File: src/rtl/load_store_unit_if.sv
// Request/response and data-memory signals of the load/store unit.
// The LSU takes the slave view; the pipeline plus memory take the master view.
interface load_store_unit_if;
   logic        req_valid;
   logic        req_ready;
   logic        req_store;
   logic [2:0]  req_funct3;
   logic [31:0] req_addr;
   logic [31:0] req_wdata;
   logic        resp_valid;
   logic [31:0] resp_rdata;
   logic        resp_fault;
   logic        mem_write_en;
   logic [31:0] mem_address;
   logic [31:0] mem_data_in;
   logic [31:0] mem_data_out;

   modport master (
      output req_valid, req_store, req_funct3, req_addr, req_wdata, mem_data_out,
      input  req_ready, resp_valid, resp_rdata, resp_fault,
      input  mem_write_en, mem_address, mem_data_in
   );

   modport slave (
      input  req_valid, req_store, req_funct3, req_addr, req_wdata, mem_data_out,
      output req_ready, resp_valid, resp_rdata, resp_fault,
      output mem_write_en, mem_address, mem_data_in
   );
endinterface

File: src/rtl/load_store_unit.sv
// MEM-stage load/store unit for a word-only data memory: RV32I width/sign decode,
// read-modify-write for SB/SH, load extension and misalignment/illegal faults.
module load_store_unit (
   input logic              clk,
   input logic              rst_n,
   load_store_unit_if.slave bus
);
   typedef enum logic [1:0] {StIdle, StRead, StWrite, StDone} state_e;

   state_e      state_q, state_d;
   logic        store_q;
   logic [2:0]  funct3_q;
   logic [1:0]  addr_q;
   logic [15:0] wdata_q;
   logic [31:0] rdata_q;
   logic        fault_q;
   logic [31:0] mem_addr_q;
   logic [31:0] mem_wdata_q;

   logic        accept;
   logic        legal;
   logic        misaligned;
   logic        fault_req;
   logic        is_sw;
   logic [7:0]  lane_b;
   logic [15:0] lane_h;
   logic [31:0] load_data;
   logic [31:0] merged;

   // Request decode, only meaningful while idle.
   always_comb begin
      accept = bus.req_valid && (state_q == StIdle);
      legal  = 1'b0;
      case (bus.req_funct3)
         3'd0, 3'd1, 3'd2: legal = 1'b1;
         3'd4, 3'd5:       legal = !bus.req_store;
         default:          legal = 1'b0;
      endcase
      misaligned = ((bus.req_funct3[1:0] == 2'd1) && bus.req_addr[0]) ||
                   ((bus.req_funct3[1:0] == 2'd2) && (bus.req_addr[1:0] != 2'd0));
      fault_req  = !legal || misaligned;
      is_sw      = bus.req_store && (bus.req_funct3[1:0] == 2'd2);
   end

   // Lane select/extension for loads and lane merge for sub-word stores.
   always_comb begin
      lane_b    = bus.mem_data_out[{addr_q, 3'b000} +: 8];
      lane_h    = addr_q[1] ? bus.mem_data_out[31:16] : bus.mem_data_out[15:0];
      load_data = bus.mem_data_out;
      case (funct3_q)
         3'd0:    load_data = {{24{lane_b[7]}}, lane_b};
         3'd1:    load_data = {{16{lane_h[15]}}, lane_h};
         3'd4:    load_data = {24'd0, lane_b};
         3'd5:    load_data = {16'd0, lane_h};
         default: load_data = bus.mem_data_out;
      endcase
      merged = bus.mem_data_out;
      if (funct3_q[1:0] == 2'd0) begin
         merged[{addr_q, 3'b000} +: 8] = wdata_q[7:0];
      end else begin
         merged[{addr_q[1], 4'b0000} +: 16] = wdata_q;
      end
   end

   always_comb begin
      state_d = state_q;
      case (state_q)
         StIdle: begin
            if (accept) begin
               if (fault_req)  state_d = StDone;
               else if (is_sw) state_d = StWrite;
               else            state_d = StRead;
            end
         end
         StRead:  state_d = store_q ? StWrite : StDone;
         StWrite: state_d = StDone;
         StDone:  state_d = StIdle;
         default: state_d = StIdle;
      endcase
   end

   always_ff @(posedge clk) begin
      if (!rst_n) begin
         state_q     <= StIdle;
         store_q     <= 1'b0;
         funct3_q    <= 3'd0;
         addr_q      <= 2'd0;
         wdata_q     <= 16'd0;
         rdata_q     <= 32'd0;
         fault_q     <= 1'b0;
         mem_addr_q  <= 32'd0;
         mem_wdata_q <= 32'd0;
      end else begin
         state_q <= state_d;
         if (accept) begin
            store_q  <= bus.req_store;
            funct3_q <= bus.req_funct3;
            addr_q   <= bus.req_addr[1:0];
            wdata_q  <= bus.req_wdata[15:0];
            if (fault_req) begin
               rdata_q <= 32'd0;
               fault_q <= 1'b1;
            end else begin
               mem_addr_q <= {bus.req_addr[31:2], 2'b00};
               if (is_sw) mem_wdata_q <= bus.req_wdata;
            end
         end
         if (state_q == StRead) begin
            if (store_q) begin
               mem_wdata_q <= merged;
            end else begin
               rdata_q <= load_data;
               fault_q <= 1'b0;
            end
         end
         if (state_q == StWrite) begin
            rdata_q <= 32'd0;
            fault_q <= 1'b0;
         end
      end
   end

   // Control outputs straight from state so they are stable across the memory's negedge.
   assign bus.req_ready    = (state_q == StIdle);
   assign bus.resp_valid   = (state_q == StDone);
   assign bus.resp_rdata   = rdata_q;
   assign bus.resp_fault   = fault_q;
   assign bus.mem_write_en = (state_q == StWrite);
   assign bus.mem_address  = mem_addr_q;
   assign bus.mem_data_in  = mem_wdata_q;
endmodule

File: src/flat_wrapper.sv
// flat-port wrapper written by rule: the top's interface ports become plain ports
module load_store_unit_flat 
  (clk, rst_n, bus_req_valid, bus_req_store, bus_req_funct3, bus_req_addr, bus_req_wdata, bus_mem_data_out, bus_req_ready, bus_resp_valid, bus_resp_rdata, bus_resp_fault, bus_mem_write_en, bus_mem_address, bus_mem_data_in);
  load_store_unit_if bus_i ();
  input logic clk;
  input logic rst_n;
  input wire logic [$bits(bus_i.req_valid)-1:0] bus_req_valid;
  input wire logic [$bits(bus_i.req_store)-1:0] bus_req_store;
  input wire logic [$bits(bus_i.req_funct3)-1:0] bus_req_funct3;
  input wire logic [$bits(bus_i.req_addr)-1:0] bus_req_addr;
  input wire logic [$bits(bus_i.req_wdata)-1:0] bus_req_wdata;
  input wire logic [$bits(bus_i.mem_data_out)-1:0] bus_mem_data_out;
  output wire logic [$bits(bus_i.req_ready)-1:0] bus_req_ready;
  output wire logic [$bits(bus_i.resp_valid)-1:0] bus_resp_valid;
  output wire logic [$bits(bus_i.resp_rdata)-1:0] bus_resp_rdata;
  output wire logic [$bits(bus_i.resp_fault)-1:0] bus_resp_fault;
  output wire logic [$bits(bus_i.mem_write_en)-1:0] bus_mem_write_en;
  output wire logic [$bits(bus_i.mem_address)-1:0] bus_mem_address;
  output wire logic [$bits(bus_i.mem_data_in)-1:0] bus_mem_data_in;
  assign bus_i.req_valid = bus_req_valid;
  assign bus_i.req_store = bus_req_store;
  assign bus_i.req_funct3 = bus_req_funct3;
  assign bus_i.req_addr = bus_req_addr;
  assign bus_i.req_wdata = bus_req_wdata;
  assign bus_i.mem_data_out = bus_mem_data_out;
  assign bus_req_ready = bus_i.req_ready;
  assign bus_resp_valid = bus_i.resp_valid;
  assign bus_resp_rdata = bus_i.resp_rdata;
  assign bus_resp_fault = bus_i.resp_fault;
  assign bus_mem_write_en = bus_i.mem_write_en;
  assign bus_mem_address = bus_i.mem_address;
  assign bus_mem_data_in = bus_i.mem_data_in;
  load_store_unit u_core (.clk(clk), .rst_n(rst_n), .bus(bus_i));
endmodule
File: config.mk
export PLATFORM = sky130hd
export DESIGN_NAME = load_store_unit_flat
export DESIGN_NICKNAME = d
export VERILOG_FILES = /design/src/rtl/load_store_unit_if.sv /design/src/rtl/load_store_unit.sv /design/src/flat_wrapper.sv
export SDC_FILE = /design/constraint.sdc
export NUM_CORES = 1
export LEC_CHECK = 0
export ABC_AREA = 1
export ABC_CLOCK_PERIOD_IN_PS = 2300
export CAP_MARGIN = 20
export CORE_MARGIN = 1.5
export CORE_UTILIZATION = 48
export CTS_CLUSTER_DIAMETER = 200
export DETAILED_ROUTE_END_ITERATION = 16
export PLACE_DENSITY = 0.89
export SLEW_MARGIN = 15
export SYNTH_ARGS = -nofsm -noshare
export SYNTH_HDL_FRONTEND = slang
export SYNTH_SLANG_ARGS = --single-unit
File: constraint.sdc
create_clock -name clk -period 2.3 [get_ports clk]
set_input_delay 0.345 -clock clk [delete_from_list [all_inputs] [get_ports clk]]
set_output_delay 0.345 -clock clk [all_outputs]
set_load 0.005 [all_outputs]
==> summary.md <==
| Metric | Value |
|---|---|
| Total negative slack | 0 ns |
| Worst hold slack | 0.237 ns |
| Clock transition at the registers of the reported paths | roughly 0.060 ns |
| Max stage delay cell, worst path | clkdlybuf4s50_1 |
| Die Y | between 100 and 150 microns |
| Arr. time, crit path | ~1.8 ns |
| CP peak stage delay | slightly below 0.6 ns |
| Placed Cells | between 1000 and 1500 |
| Root Buffer | clkbuf_16 |
| Leakage power | about 4.3 nW |
| Overall power | about 8.1 mW |
| Num ports | 203 |
| Nets | about 1400 |
| Worst skew pair latency | around 0.43 ns |
| Post-layout min period | between 2 and 2.5 ns |
| Critical Path End Type | primary output |
| Top post-synthesis cells by count | nand2_1, nor2_1, dfxtp_1 |
| Die area | 15200 sq um |
| First-pass GRT wire length | between 30 and 40 mm |
| Unrepaired setup endpoints after global routing | false |
| Final setup violation count | 0 |
| Hold Crit Class | input pin to flip-flop |
| Required time worst endpoint | around 2 ns |
| Final Cycle Share | a little over nine tenths |
| Area leader, netlist | dfxtp_1 |
| Most common cell in the netlist | nand2_1 |
| Cts hold-fix bufs | 0 |
| Diode count | 0 |
| Final WL | roughly 23 mm |
| Register bit total from synthesis | around 120 |
| Flop-to-flop setup slack | around 0.26 ns |
| Vias | about 8100 |
| Initial core utilization | 49.6% |
| Area of the mapped netlist | slightly below 7000 sq um |
| Slew headroom | a little over half |
| Post_cts resized | 0 |
| Startpoint Class | flip-flop |
| Fin. Hold Viols | 0 |
| Slew @ Worst Pin | roughly 0.71 ns |
| Cells along the critical path | inv_1, ha_1, clkdlybuf4s50_1 |
| Pins Over Slew Limit | 0 |
| Fillers | ~1200 |
| Synth area leaders | dfxtp_1, nand2_1, nor2_1 |
| Layout cells sized above 1 | between 5 and 6% |
| Crit path kind | flip-flop to primary output |
| GR Overflow Total | 0 |
| Number of synthesized flops with an enable pin | 0 |
| Via density | 5.38 |
| Core Box Area | between 10000 and 15000 sq um |
| Max-Cap Viols | 0 |
| # rows | between 40 and 50 |
| First-pass DRT Iterations | 5 |
| RePlAce Congestion | ~0.97 |
| Area grow syn2layout | 38.6% |
| CTS tree | built |
| I/O Buffers | 200 |
| Post-CTS Setup Repair Bufs | 0 |
| Largest net degree at the start of global routing | 81 |
| GR Util All Layers | between 30 and 40% |
| PwrDens | about 840 nW/um^2 |
| Synth top area share | roughly a third |
| Synth cell types | 32 |
| Outcome | finished, final reports clean |
| Routed wire per std cell | 15.3 microns |
| Vias in the first global route | between 7000 and 8000 |
| Post-route insts no fill | between 1500 and 2000 |
| Clock Path Buffers | 2 |
| Die Span X | 123 microns |
| Antenna violations before repair | 0 |
| VDD IR max | a little under 0.6 mV |
| Syn_area_per_cell | about 6.0 sq um |
| Drt initial violations | approximately 920 |
| Antenna-violating nets left | 0 |
| Multi-input logic area | around 3700 sq um |
| CTS H-Tree Depth | 4 |
| Mapped Cells | 1146 |
| Fmax | between 400 and 500 MHz |
| Crit Path Max Fanout | 6 |
| Total CTS buffers | 17 |
| CTS Sinks | 119 |
| Top FF cell, synth | dfxtp_1 |
| DRC Markers | 0 |
| Setup Skew | ~0.0071 ns |
| Ys Warns | 0 |
| Sequential cell area | 2380 sq um |
| Asr flop ratio synth | 0% |
| PnR worst setup slack | approximately 0.14 ns |
| Register area share after synthesis | between 30% and 40% |
| Placement Setup Slack | 0.232 ns |
| Post-DP HPWL | 16.6 mm |
cell type report:
cell class,instances,share of cell area (%)
Multi-Input combinational cell,842,39.0
Sequential cell,119,24.8
Timing Repair Buffer,223,22.7
Clock buffer,18,4.57
Inverter,115,4.52
Tap cell,180,2.34
Clock inverter,14,2.04
sequential cells by signal, indices dropped and copies added (netlist names):
register	cells
u_core.bus.mem_data_in	32
u_core.bus.resp_rdata	32
u_core.bus.mem_address	30
u_core.wdata_q	16
u_core.funct3_q	3
u_core.addr_q	2
u_core.state_q	2
u_core.bus.resp_fault	1
u_core.store_q	1
power breakdown:
part           total (mW)  internal [mW]  switching [mW]
logic                2.64           1.12            1.52
clock network        2.87           1.85            1.02
registers            2.55           2.34           0.211
worst max-delay path, delay by kind of cell, from the launching register on:
kind                       cells  cell delay (ns)
adders and majority gates      1             0.34
buffers and inverters          2             0.70
DFF                            1             0.35
layer usage:
layer / share of wire [%] / GRT usage [%]
met5: 0 / 0
met3: 11 / 9.18
met1: 39 / 37.4
met4: 3.8 / 16.1
met2: 47 / 49.3
cells by family after synthesis:
kind of cell    Yosys count  share of synthesized area [%]
compound gates          244                           18.1
fa+ha+maj                 9                           1.62
buf+inv                 186                           11.6
flops                   119                           34.4
other cells               1                         0.0541
simple gates            587                           34.3
final timing paths:
| kind | start | end | cells past startpoint |
|---|---|---|---|
| setup / recovery | u_core.state_q[0] | bus_req_ready | 3 |
| hold / removal | rst_n | u_core.wdata_q[1] | 3 |
| setup reg to reg | u_core.state_q[0] | u_core.bus.mem_data_in[3] | 10 |
| hold reg to reg | u_core.bus.resp_fault | u_core.bus.resp_fault | 2 |
layout by cell type, fill, tap and decap left out, types with 2 or more instances in the layout:
master	count
clkinv_4	2
o22ai_1	2
inv_6	3
dfxtp_1	119
nand3_1	43
bufinv_16	4
inv_2	5
clkbuf_16	17
clkinv_2	2
o21ai_1	19
o211ai_1	6
o21ai_0	118
conb_1	2
nand3_2	2
nor2_2	3
nand4_1	24
nand2_1	307
clkdlybuf4s50_1	199
buf_4	22
nor2_1	199
a21oi_1	94
clkinvlp_4	3
nor3_1	3
o21ai_2	2
ha_1	9
inv_1	108
nand2_2	4
stage by stage:
stage | area [sq um] | util, %
after floorplan | 6940 | -
after global placement | 8970 | 64.1
after detailed placement | 8970 | 64.1
after CTS | 9610 | 68.7
after global routing | 9610 | 68.7
final | 9610 | 68.7
(Power assumes the default switching activity.)
